`src/rtl/systolic_skew_feeder.sv`:
```
// Edge feeder for the systolic PE array: lane i is delayed by i array steps, then zeros are
// flushed in after the last vector of a tile. Optional stall counter under SKEW_FEEDER_PERF_EN.
module systolic_skew_feeder #(
  parameter int N  = 4,
  parameter int DW = 32
) (
  input  logic            clk,
  input  logic            rst,
  input  logic            in_valid,
  output logic            in_ready,
  input  logic [N*DW-1:0] in_data,
  input  logic            in_last,
  output logic [N*DW-1:0] out_data,
  output logic            step,
`ifdef SKEW_FEEDER_PERF_EN
  output logic [15:0]     stall_cnt,
`endif
  output logic            tile_done
);

  localparam int CW = (N > 2) ? $clog2(N - 1) : 1;

  typedef enum logic [1:0] {
    S_IDLE,
    S_STREAM,
    S_FLUSH
  } state_e;

  state_e          state_q, state_d;
  logic [CW-1:0]   flush_cnt_q, flush_cnt_d;
  logic            accept;
  logic            adv;
  logic            flush_end;
  logic [N*DW-1:0] push_data;
  logic [N*DW-1:0] taps;
  logic [N*DW-1:0] out_data_q;
  logic            step_q;
  logic            tile_done_q;

  always_ff @(posedge clk or negedge rst) begin
    if (!rst) begin
      state_q     <= S_IDLE;
      flush_cnt_q <= '0;
    end else begin
      state_q     <= state_d;
      flush_cnt_q <= flush_cnt_d;
    end
  end

  always_comb begin
    state_d     = state_q;
    flush_cnt_d = flush_cnt_q;
    in_ready    = 1'b0;
    accept      = 1'b0;
    flush_end   = 1'b0;
    case (state_q)
      S_IDLE, S_STREAM: begin
        in_ready = 1'b1;
        accept   = in_valid;
        if (in_valid) begin
          state_d     = in_last ? S_FLUSH : S_STREAM;
          flush_cnt_d = '0;
        end
      end
      S_FLUSH: begin
        if (flush_cnt_q == CW'(N - 2)) begin
          flush_end   = 1'b1;
          state_d     = S_IDLE;
          flush_cnt_d = '0;
        end else begin
          flush_cnt_d = flush_cnt_q + 1'b1;
        end
      end
      default: begin
        state_d     = S_IDLE;
        flush_cnt_d = '0;
      end
    endcase
  end

  // Delays count array steps, not clock cycles, so bubbles keep the skew intact.
  assign adv       = accept | (state_q == S_FLUSH);
  assign push_data = (state_q == S_FLUSH) ? '0 : in_data;

  assign taps[0 +: DW] = push_data[0 +: DW];

  for (genvar i = 1; i < N; i++) begin : g_dly
    logic [DW-1:0] sr_q [i];

    always_ff @(posedge clk or negedge rst) begin
      if (!rst) begin
        for (int j = 0; j < i; j++) sr_q[j] <= '0;
      end else if (adv) begin
        sr_q[0] <= push_data[i*DW +: DW];
        for (int j = 1; j < i; j++) sr_q[j] <= sr_q[j-1];
      end
    end

    assign taps[i*DW +: DW] = sr_q[i-1];
  end

  always_ff @(posedge clk or negedge rst) begin
    if (!rst) begin
      out_data_q  <= '0;
      step_q      <= 1'b0;
      tile_done_q <= 1'b0;
    end else begin
      step_q      <= adv;
      tile_done_q <= flush_end;
      if (adv) out_data_q <= taps;
    end
  end

  assign out_data  = out_data_q;
  assign step      = step_q;
  assign tile_done = tile_done_q;

`ifdef SKEW_FEEDER_PERF_EN
  logic [15:0] stall_cnt_q;

  always_ff @(posedge clk or negedge rst) begin
    if (!rst) begin
      stall_cnt_q <= '0;
    end else if ((state_q == S_IDLE) && accept && !in_last) begin
      stall_cnt_q <= '0;
    end else if ((state_q == S_STREAM) && !in_valid && (stall_cnt_q != 16'hFFFF)) begin
      stall_cnt_q <= stall_cnt_q + 16'd1;
    end
  end

  assign stall_cnt = stall_cnt_q;
`endif

endmodule

```
`config.mk`:
```
export PLATFORM = sky130hd
export DESIGN_NAME = systolic_skew_feeder
export DESIGN_NICKNAME = d
export VERILOG_FILES = /design/src/rtl/systolic_skew_feeder.sv
export SDC_FILE = /design/constraint.sdc
export NUM_CORES = 1
export LEC_CHECK = 0
export BUFFER_PORTS_ARGS = -buffer_cell sky130_fd_sc_hd__buf_4
export CORE_ASPECT_RATIO = 2
export CORE_MARGIN = 2
export CORE_UTILIZATION = 59
export DETAILED_ROUTE_END_ITERATION = 16
export PLACE_DENSITY = 0.87
export SLEW_MARGIN = 20
export SYNTH_ARGS = -nofsm -noshare
export SYNTH_HDL_FRONTEND = slang
export SYNTH_SLANG_ARGS = --single-unit
```
`constraint.sdc`:
```
create_clock -name clk -period 4.4 [get_ports clk]
set_input_delay 0.44 -clock clk [delete_from_list [all_inputs] [get_ports clk]]
set_output_delay 0.44 -clock clk [all_outputs]
set_load 0.05 [all_outputs]
```
==> impl_metrics.json <==
{
  "status": "finished with violations",
  "failed_checks": "negative hold slack",
  "cts-hold-fix-buffers": 0,
  "maxCapViolations": 0,
  "drc": 0,
  "cpPeakStageDelay_ns": 0.81,
  "synth_flop_cell": "dfrtp_1",
  "cp_cell_sequence": "nand2b_1 > a21boi_4 > buf_4 > mux2_2",
  "clockRootBuffer": "clkbuf_16",
  "areaGrowthSynthToFinish_pct": 23.4,
  "holdWs_ns": -0.00405,
  "rows": 77,
  "ant_nets": 0,
  "antenna_found_initial": 1,
  "start_util_pct": 59.7,
  "netlist_area_sq_um": 13200,
  "finalSetupViolCount": 0,
  "avgViaCountPerCell": 5.55,
  "reg2reg_to": "g_dly[3].sr_q[48]$_DFFE_PN0P_",
  "cts_tree": "yes",
  "cp_data_required_time_ns": 4.82,
  "worstReg2RegStart": "state_q[1]$_DFFE_PN0P_",
  "grt_start_max_net_pins": 132,
  "yosysTopAreaCellShare_pct": 61.9,
  "grtUsageTotal_pct": 24.9,
  "vias": 8444,
  "final.setup_skew_ns": 0.00872,
  "synth_edf_count": 0,
  "crit_start": "state_q[1]$_DFFE_PN0P_",
  "grt_pass1_vias": 9203,
  "wl_per_cell_um": 18.8,
  "cp.arrival_ns": 2.93,
  "synth_top_cell_by_area": "dfrtp_1",
  "io-pin-count": 263,
  "slew_viol_final": 0,
  "synth.yosys.seq_area_share_pct": 61.9,
  "post-synth-top-count-cell": "dfrtp_1",
  "syn_inst": 984,
  "finalSetupTns_ns": 0,
  "die_w_um": 110,
  "ir_drop_mv": 0.549,
  "rr_worst_depth": 4,
  "dr.pass1.iters": 6,
  "clock_path_buffers": 3,
  "async_flop_share_pct": 100,
  "hp-class": "in -> async",
  "power_density_nw_per_um2": 813,
  "synthTopCellsByArea": "dfrtp_1 (62%), mux2_2 (16%), mux2i_1 (9.7%)",
  "total_power_mw": 13.2,
  "crit_type": "reg -> reg",
  "fp.dieH_um": 215,
  "wl_um": 28500,
  "cts_post_setup_buffers_inserted": 0,
  "gp_congestion": 0.806,
  "cts.repair.resized": 0,
  "clkLatencyLatePin_ns": 0.54,
  "setup.worst_path.start_class": "flop",
  "dieArea_sq_um": 23600,
  "worst_pin_slew_ns": 1.09,
  "h-tree-depth": 1,
  "synth_warnings": 0,
  "period_needed_ns": 2.51,
  "core_area_sq_um": 22100,
  "final_hold_viol_count": 2,
  "crit_end": "g_dly[3].sr_q[48]$_DFFE_PN0P_",
  "synth_seq_cells": 326,
  "clkSlewWorstSetupHoldPaths_ns": 0.07,
  "end_kind": "flop",
  "syn_avg_cell_area_sq_um": 13.4,
  "dp.final_hpwl_um": 18500,
  "portBuffers": 262,
  "drive_gt1_share_pct": 41.4,
  "rsz0062_at_grt": "false",
  "max_slew_margin_pct": 27.2,
  "drtIter0Drc": 432,
  "critPathMaxFanout": 82,
  "clock-sinks": 326,
  "syn_nets": 1116,
  "grt_overflow_total": 0,
  "cp_slowest_cell": "buf_4",
  "fmaxAchievable_mhz": 398,
  "layout.nets": 1355,
  "grt_pass1_wl_um": 46400,
  "yosys-top-cells-count": "dfrtp_1 (326), mux2_2 (192), nand2_1 (130), o21ai_0 (130), mux2i_1 (128)",
  "cts-buffers-inserted": 28,
  "synth_cell_types": 18,
  "p_leak_nw": 7.94,
  "r2r_slack_ns": 1.89,
  "fin_crit_sh_pct": 57.2
}
power by group:
| part | leakage (nW) | internal, mW | switching [mW] | total (mW) |
|---|---|---|---|---|
| registers | 4.16 | 4.32 | 0.876 | 5.20 |
| clock network | 0.464 | 1.50 | 1.08 | 2.58 |
| logic | 3.32 | 2.13 | 3.31 | 5.44 |
worst max-delay path: cells and delay by family (launching register included):
kind                   cells  cell delay [ns]
muxes                      1             0.43
buffers and inverters      1             0.81
and+or+nand+nor            1             0.21
AOI/OAI and AO/OA          1             0.22
DFF                        1             0.67
state kept, by name (all words and copies together), names as in the netlist:
| register | count |
|---|---|
| state_q | 2 |
| out_data | 128 |
| flush_cnt_q | 2 |
| tile_done | 1 |
| g_dly.sr_q | 192 |
| step | 1 |
metrics by stage:
step                      util, %  cell area [sq um]  cells  setup slack, ns
after floorplan                 -              13200    984             2.76
after global placement       69.2              15300   1468             1.77
after detailed placement     69.2              15300   1468             1.74
after CTS                    73.5              16200   1519             1.84
after global routing         73.7              16300   1521             1.77
final                        73.7              16300   1521             1.89
cell type report:
type                       instances  area (sq um)
antenna                            1          2.50
clock buffer                      39           793
clock inverter                    12           171
fill                            1442          5810
inverter                           5          18.8
multi-input combinational        589          4660
sequential                       326          8160
tap                              276           345
timing repair buffer             273          2110
cell usage in the layout (no fill, tap or decap), drive strengths merged:
master    count
mux2i       128
clkinvlp      3
nor4          2
mux2        192
clkbuf       39
diode         1
dfrtp       326
buf         273
nor2          1
nand2b        1
nand2       130
inv           5
o211ai        1
bufinv        4
a31o          1
a21boi        1
clkinv        5
o32ai         1
o21ai       130
and2          1
worst min-delay path by stage:
stage	start	to	cells past startpoint
floorplan	rst	flush_cnt_q[0]$_DFFE_PN0P_	0
global placement	flush_cnt_q[0]$_DFFE_PN0P_	tile_done$_DFF_PN0_	1
detailed placement	g_dly[3].sr_q[26]$_DFFE_PN0P_	out_data[122]$_DFFE_PN0P_	1
CTS	rst	out_data[88]$_DFFE_PN0P_	1
global route	rst	out_data[87]$_DFFE_PN0P_	1
finish	rst	out_data[88]$_DFFE_PN0P_	1
per-layer routing:
metal	part of all wire [%]	GRT usage, %	vias to the layer above	routed length (um)
met5	0	0	-	0
met4	4.6	11.6	0	1310
met3	5.1	4.34	71	1450
met2	53	43.3	232	15200
met1	37	29.4	4239	10600
li1	-	-	3902	-
cells by family (layout without fill, tap and decap cells):
group / after synthesis / count (layout) / share of synthesized area, %
AO/OA/AOI/OAI: 134 / 134 / 5.27
buffers and inverters: 69 / 329 / 2.71
flip-flops: 326 / 326 / 61.9
multiplexers: 320 / 320 / 26.1
other: 0 / 1 / 0
AND/OR/NAND/NOR: 135 / 135 / 3.92
Note: power is estimated with default switching activity, not from simulation.
